--- config.mk ---
export PLATFORM = sky130hd
export DESIGN_NAME = xferslice
export DESIGN_NICKNAME = d
export VERILOG_FILES = /design/src/rtl/xfer_pkg.sv /design/src/rtl/xfer_mask.sv /design/src/rtl/xferslice.sv
export SDC_FILE = /design/constraint.sdc
export NUM_CORES = 1
export LEC_CHECK = 0
export CAP_MARGIN = 5
export CELL_PAD_IN_SITES_DETAIL_PLACEMENT = 1
export CELL_PAD_IN_SITES_GLOBAL_PLACEMENT = 1
export CORE_AREA = 2 2 172 174
export DETAILED_ROUTE_END_ITERATION = 10
export DIE_AREA = 0 0 174 176
export PLACE_DENSITY = 0.82
export SETUP_SLACK_MARGIN = 0.05
export SLEW_MARGIN = 5
export SYNTH_ARGS = -nofsm -noshare
export SYNTH_HDL_FRONTEND = slang
export SYNTH_HIERARCHICAL = 1
export SYNTH_SLANG_ARGS = --single-unit
--- constraint.sdc ---
create_clock -name clk -period 6.65 [get_ports clk]
set_input_delay 1.33 -clock clk [delete_from_list [all_inputs] [get_ports clk]]
set_output_delay 1.33 -clock clk [all_outputs]
set_load 0.005 [all_outputs]
--- src/rtl/xfer_pkg.sv ---
// Shared widths, FSM encoding and width-mask helper for the xferslice unpacker.
package xfer_pkg;
   localparam int unsigned IMSB = 31;
   localparam int unsigned OMSB = 7;
   localparam int unsigned AMSB = 5;
   localparam int unsigned IWD  = IMSB + 1;
   localparam int unsigned OWD  = OMSB + 1;
   localparam int unsigned AWD  = AMSB + 1;
   localparam int unsigned CWD  = AMSB + 2;
   localparam int unsigned BWD  = 1 << AWD;
   localparam int unsigned BWP  = BWD + 1;

   typedef enum logic [1:0] {
      ST_IDLE  = 2'd0,
      ST_RUN   = 2'd1,
      ST_DRAIN = 2'd2
   } state_e;

   // w -> (1<<w)-1, computed one bit wider so that w==BWD yields all ones
   function automatic logic [BWD-1:0] width_mask(input logic [CWD-1:0] w);
      logic [BWD:0] one_hot;
      one_hot = BWP'(1) << w;
      return BWD'(one_hot - BWP'(1));
   endfunction
endpackage

--- src/rtl/xfer_mask.sv ---
// Width-to-mask converter shared by the input-word and output-field paths.
module xfer_mask
   import xfer_pkg::*;
(
   input  logic [CWD-1:0] w_i,
   output logic [BWD-1:0] mask_o
);
   assign mask_o = width_mask(w_i);
endmodule

--- src/rtl/xferslice.sv ---
// Bit-stream unpacker: wide words of variable valid width in, narrow MSB-first
// fields of variable width out, with flush producing a zero-padded final field.
module xferslice
   import xfer_pkg::*;
(
   input  logic           clk,
   input  logic           rstb,
   input  logic           iv,
   output logic           ir,
   input  logic [IWD-1:0] idat,
   input  logic [AWD-1:0] imsb,
   output logic           ov,
   input  logic           ordy,
   output logic [OWD-1:0] odat,
   input  logic [AWD-1:0] omsb,
   output logic           olast,
   input  logic           flush,
   output logic [CWD-1:0] cnt,
   output logic           empty,
   output logic           full
);
   state_e         state_q, state_d;
   logic [BWD-1:0] sbuf_q, sbuf_d;
   logic [CWD-1:0] cnt_q, cnt_d;

   logic [CWD-1:0] iw, ow, cnt_nx;
   logic [BWD-1:0] imask, omask, odat_wide;
   logic           accept, emit, residual;

   assign iw = CWD'(imsb) + CWD'(1);
   assign ow = CWD'(omsb) + CWD'(1);

   xfer_mask u_imask (.w_i(iw), .mask_o(imask));
   xfer_mask u_omask (.w_i(ow), .mask_o(omask));

   assign accept   = iv & ir;
   assign emit     = ov & ordy;
   assign residual = cnt_q < ow;
   assign cnt_nx   = cnt_q + (accept ? iw : '0) - (emit ? ow : '0);

   // State, buffer and bit count
   always_ff @(posedge clk or negedge rstb) begin
      if (!rstb) begin
         state_q <= ST_IDLE;
         sbuf_q  <= '0;
         cnt_q   <= '0;
      end else begin
         state_q <= state_d;
         sbuf_q  <= sbuf_d;
         cnt_q   <= cnt_d;
      end
   end

   // Next state; a final residual field clears the buffer outright since cnt_nx would underflow
   always_comb begin
      state_d = state_q;
      sbuf_d  = sbuf_q;
      cnt_d   = cnt_nx;
      if (accept) sbuf_d = (sbuf_q << iw) | (BWD'(idat) & imask);
      case (state_q)
         ST_IDLE: begin
            if (accept) state_d = flush ? ST_DRAIN : ST_RUN;
         end
         ST_RUN: begin
            if (cnt_nx == '0) state_d = ST_IDLE;
            else if (flush)   state_d = ST_DRAIN;
         end
         ST_DRAIN: begin
            if (emit && residual) begin
               cnt_d   = '0;
               sbuf_d  = '0;
               state_d = ST_IDLE;
            end else if (cnt_nx == '0) begin
               state_d = ST_IDLE;
            end
         end
         default: state_d = ST_IDLE;
      endcase
   end

   // Handshakes and field extraction; stale bits above cnt are removed by omask
   always_comb begin
      ir        = (state_q != ST_DRAIN) && (cnt_q <= CWD'(BWD - IWD));
      ov        = ((state_q == ST_RUN) && !residual) ||
                  ((state_q == ST_DRAIN) && (cnt_q != '0));
      odat_wide = residual ? ((sbuf_q << (ow - cnt_q)) & omask)
                           : ((sbuf_q >> (cnt_q - ow)) & omask);
      odat      = ov ? OWD'(odat_wide) : '0;
      olast     = ov && (state_q == ST_DRAIN) && residual;
   end

   assign cnt   = cnt_q;
   assign empty = (cnt_q == '0);
   assign full  = ~ir;
endmodule

==> results.yml <==
run_status:
  status: "complete, no violations"
critical_path:
  cp.arrival_ns: 4.97
  cpPeakStageDelay_ns: 0.55
  critPathKind: "in2out"
  cp_cell_sequence: "clkdlybuf4s50_1 > nand3_2 > xnor2_1 > ha_1 > and3b_1 > o2bb2ai_2 > or2_4 > or2_1 > buf_12 > mux2_2 > nor3_2 > nor4_1 > o311ai_2 > o41ai_2 > clkdlybuf4s50_1"
  required_ns: 5.32
  cp_slowest_cell: "clkdlybuf4s50_1"
  path_buf_inv: 3
  cp_max_fo: 25
  critPathLaunchType: "primary input"
  endpoint_kind: "output port"
  cp_top_family: "simple AND/OR/NAND/NOR gates"
  reg2reg_setup_slack_ns: 1.61
  cpMostUsedCell: "clkdlybuf4s50_1"
floorplanning:
  dieHeight_microns: 176
  dieArea_sq_um: 30600
  coreArea_sq_um: 28500
  fp-row-count: 62
  io_pins: 69
  die_w_microns: 174
  start_util_pct: 40.0
routing:
  route.detailed.drc: 0
  drt_wl_total_microns: 46700
  wl_per_cell_microns: 25.3
  via_count: 12400
  ant_nets: 0
  drt_iter0_drc: 1329
  viasPerCell: 6.70
  dr.pass1.iters: 6
sta:
  period_share_pct: 94.8
  worst_pin_slew_ns: 1.01
  holdWs_ns: 0.598
  setup_viol: 0
  slew_viol_final: 0
  fin_tns_setup_ns: 0
  rsz0062_at_grt: "false"
  slew_headroom_pct: 32.8
  finalHoldViolCount: 0
  finalWorstSetupSlack_ns: 0.345
  layout_min_cycle_time_ns: 6.30
  finalClockSkew_ns: 0.0109
  max_freq_ghz: 0.159
cts:
  cts_buffers: 9
  h-tree-depth: 3
  cts.sinks: 73
  clkTransAtPathRegs_ns: 0.06
  cts_hold_buffers: 0
  cts_root_buffer: "clkbuf_16"
  cts_tree: "built"
  cts_buffer_depth: 2
  clock_latency_ns: 0.35
cells_and_area:
  nets: 1534
  area_growth_syn_to_layout_pct: 14.1
  insertedDiodeCount: 0
  layout-drive-gt1-share_pct: 18.4
  post-route-util_pct: 45.7
run:
  maxCapViolCount: 0
placed_design:
  globalplace.congestion: 0.918
  port_buffers: 68
  pre_cts_ws_ns: -0.0536
  place.detailed.hpwl_microns: 34400
global_routing:
  grt_usage_pct: 30.1
  grt_max_degree: 74
  grt_pass1_vias: 12300
  grt_pass1_wl_microns: 72400
  antenna_found_initial: 0
  grt_overflow: 0
hold_path:
  hold_path_class: "reg2reg"
yosys:
  syn_inst: 1465
  yosys_warnings: 6
  synthesis.nets: 1543
  synth.avg_cell_area_sq_um: 7.80
  syn_area_sq_um: 11400
power_and_ir_drop:
  switching_share_pct: 52.8
  vdd_drop_max_mv: 0.244
  power_density_nw_per_um2: 576
  comb_power_share_pct: 76.8
  seq_power_share_pct: 16.4
  p_leak_nw: 5.31
  internal-power_w: 0.00355
  clock_power_share_pct: 6.7
  p_sw_w: 0.00397
## final timing paths
path                            startpoint          to  depth (start not counted)
min in group asynchronous             rstb  sbuf_q[53]                          1
max in group asynchronous             rstb   sbuf_q[6]                          1
worst min register to register  sbuf_q[56]  sbuf_q[56]                          1
worst max register to register      cnt[2]  state_q[0]                         23
worst min-delay path            sbuf_q[56]  sbuf_q[56]                          1
worst max-delay path               omsb[3]     odat[1]                         15
## registers in the layout, summed over array words and instances, names as in the netlist
| name | flops |
|---|---|
| cnt | 7 |
| sbuf_q | 64 |
| state_q | 2 |
## cell usage in the layout (no fill, tap or decap), drive strengths merged, types with 6 or more instances in the layout
master and count:
a21o 6, a22o 29, buf 68, and2 20, nand2 216, clkbuf 9, mux4 90, dlymetal6s2s 6
a31oi 9, ha 21, a211oi 43, o21ai 100, xor2 10, nor2b 15, clkdlybuf4s50 59, a221oi 12
xnor2 15, o211ai 26, dfrtp 73, or2 9, a21oi 102, mux2 27, inv 48, nor3 44
nor2 165, fa 8, nand3 31, o22ai 10, mux2i 78, o311ai 6, and3 9, a22oi 22
## what timing repair did
action,4_1_cts,5_1_grt
cloned,0,0
buffers inserted,0,3
endpoints found under the setup margin,3,10
pin swaps,2,8
resized for setup,5,30
## layer usage
| metal | part of all wire (%) | vias up | routed length [microns] | global-route usage (%) |
|---|---|---|---|---|
| li1 | - | 5378 | - | - |
| met1 | 41 | 6216 | 19200 | 40.9 |
| met2 | 47 | 639 | 22000 | 50.2 |
| met3 | 8.1 | 130 | 3790 | 3.42 |
| met4 | 3.6 | 0 | 1700 | 9.87 |
| met5 | 0 | - | 0 | 0 |
## area by class of cell
class	count	area, sq um
well taps	384	480
clock buffers	9	225
repair buffers	134	1260
clock inverters	7	71.3
fillers	3488	15500
multi-input cells	1189	8990
inverters	49	184
flip-flops and latches	73	1830
## through the flow
stage          total power (W)  instances  cell area (sq um)
6_report               0.00752       1845              13000
5_1_grt                0.00801       1845              13000
4_1_cts                0.00725       1842              12900
3_5_place_dp           0.00671       1826              12600
3_3_place_gp           0.00652       1826              12600
2_1_floorplan          0.00485       1465              11400
## power groups by stage
stage	Combinational, W	Sequential [W]	Clock, W
6_report	0.00578	0.00124	0.000505
3_5_place_dp	0.00552	0.00119	0
4_1_cts	0.00556	0.00118	0.000506
3_3_place_gp	0.00537	0.00115	0
2_1_floorplan	0.00397	0.000883	0
5_1_grt	0.00625	0.00125	0.000518
(Power assumes the default switching activity.)
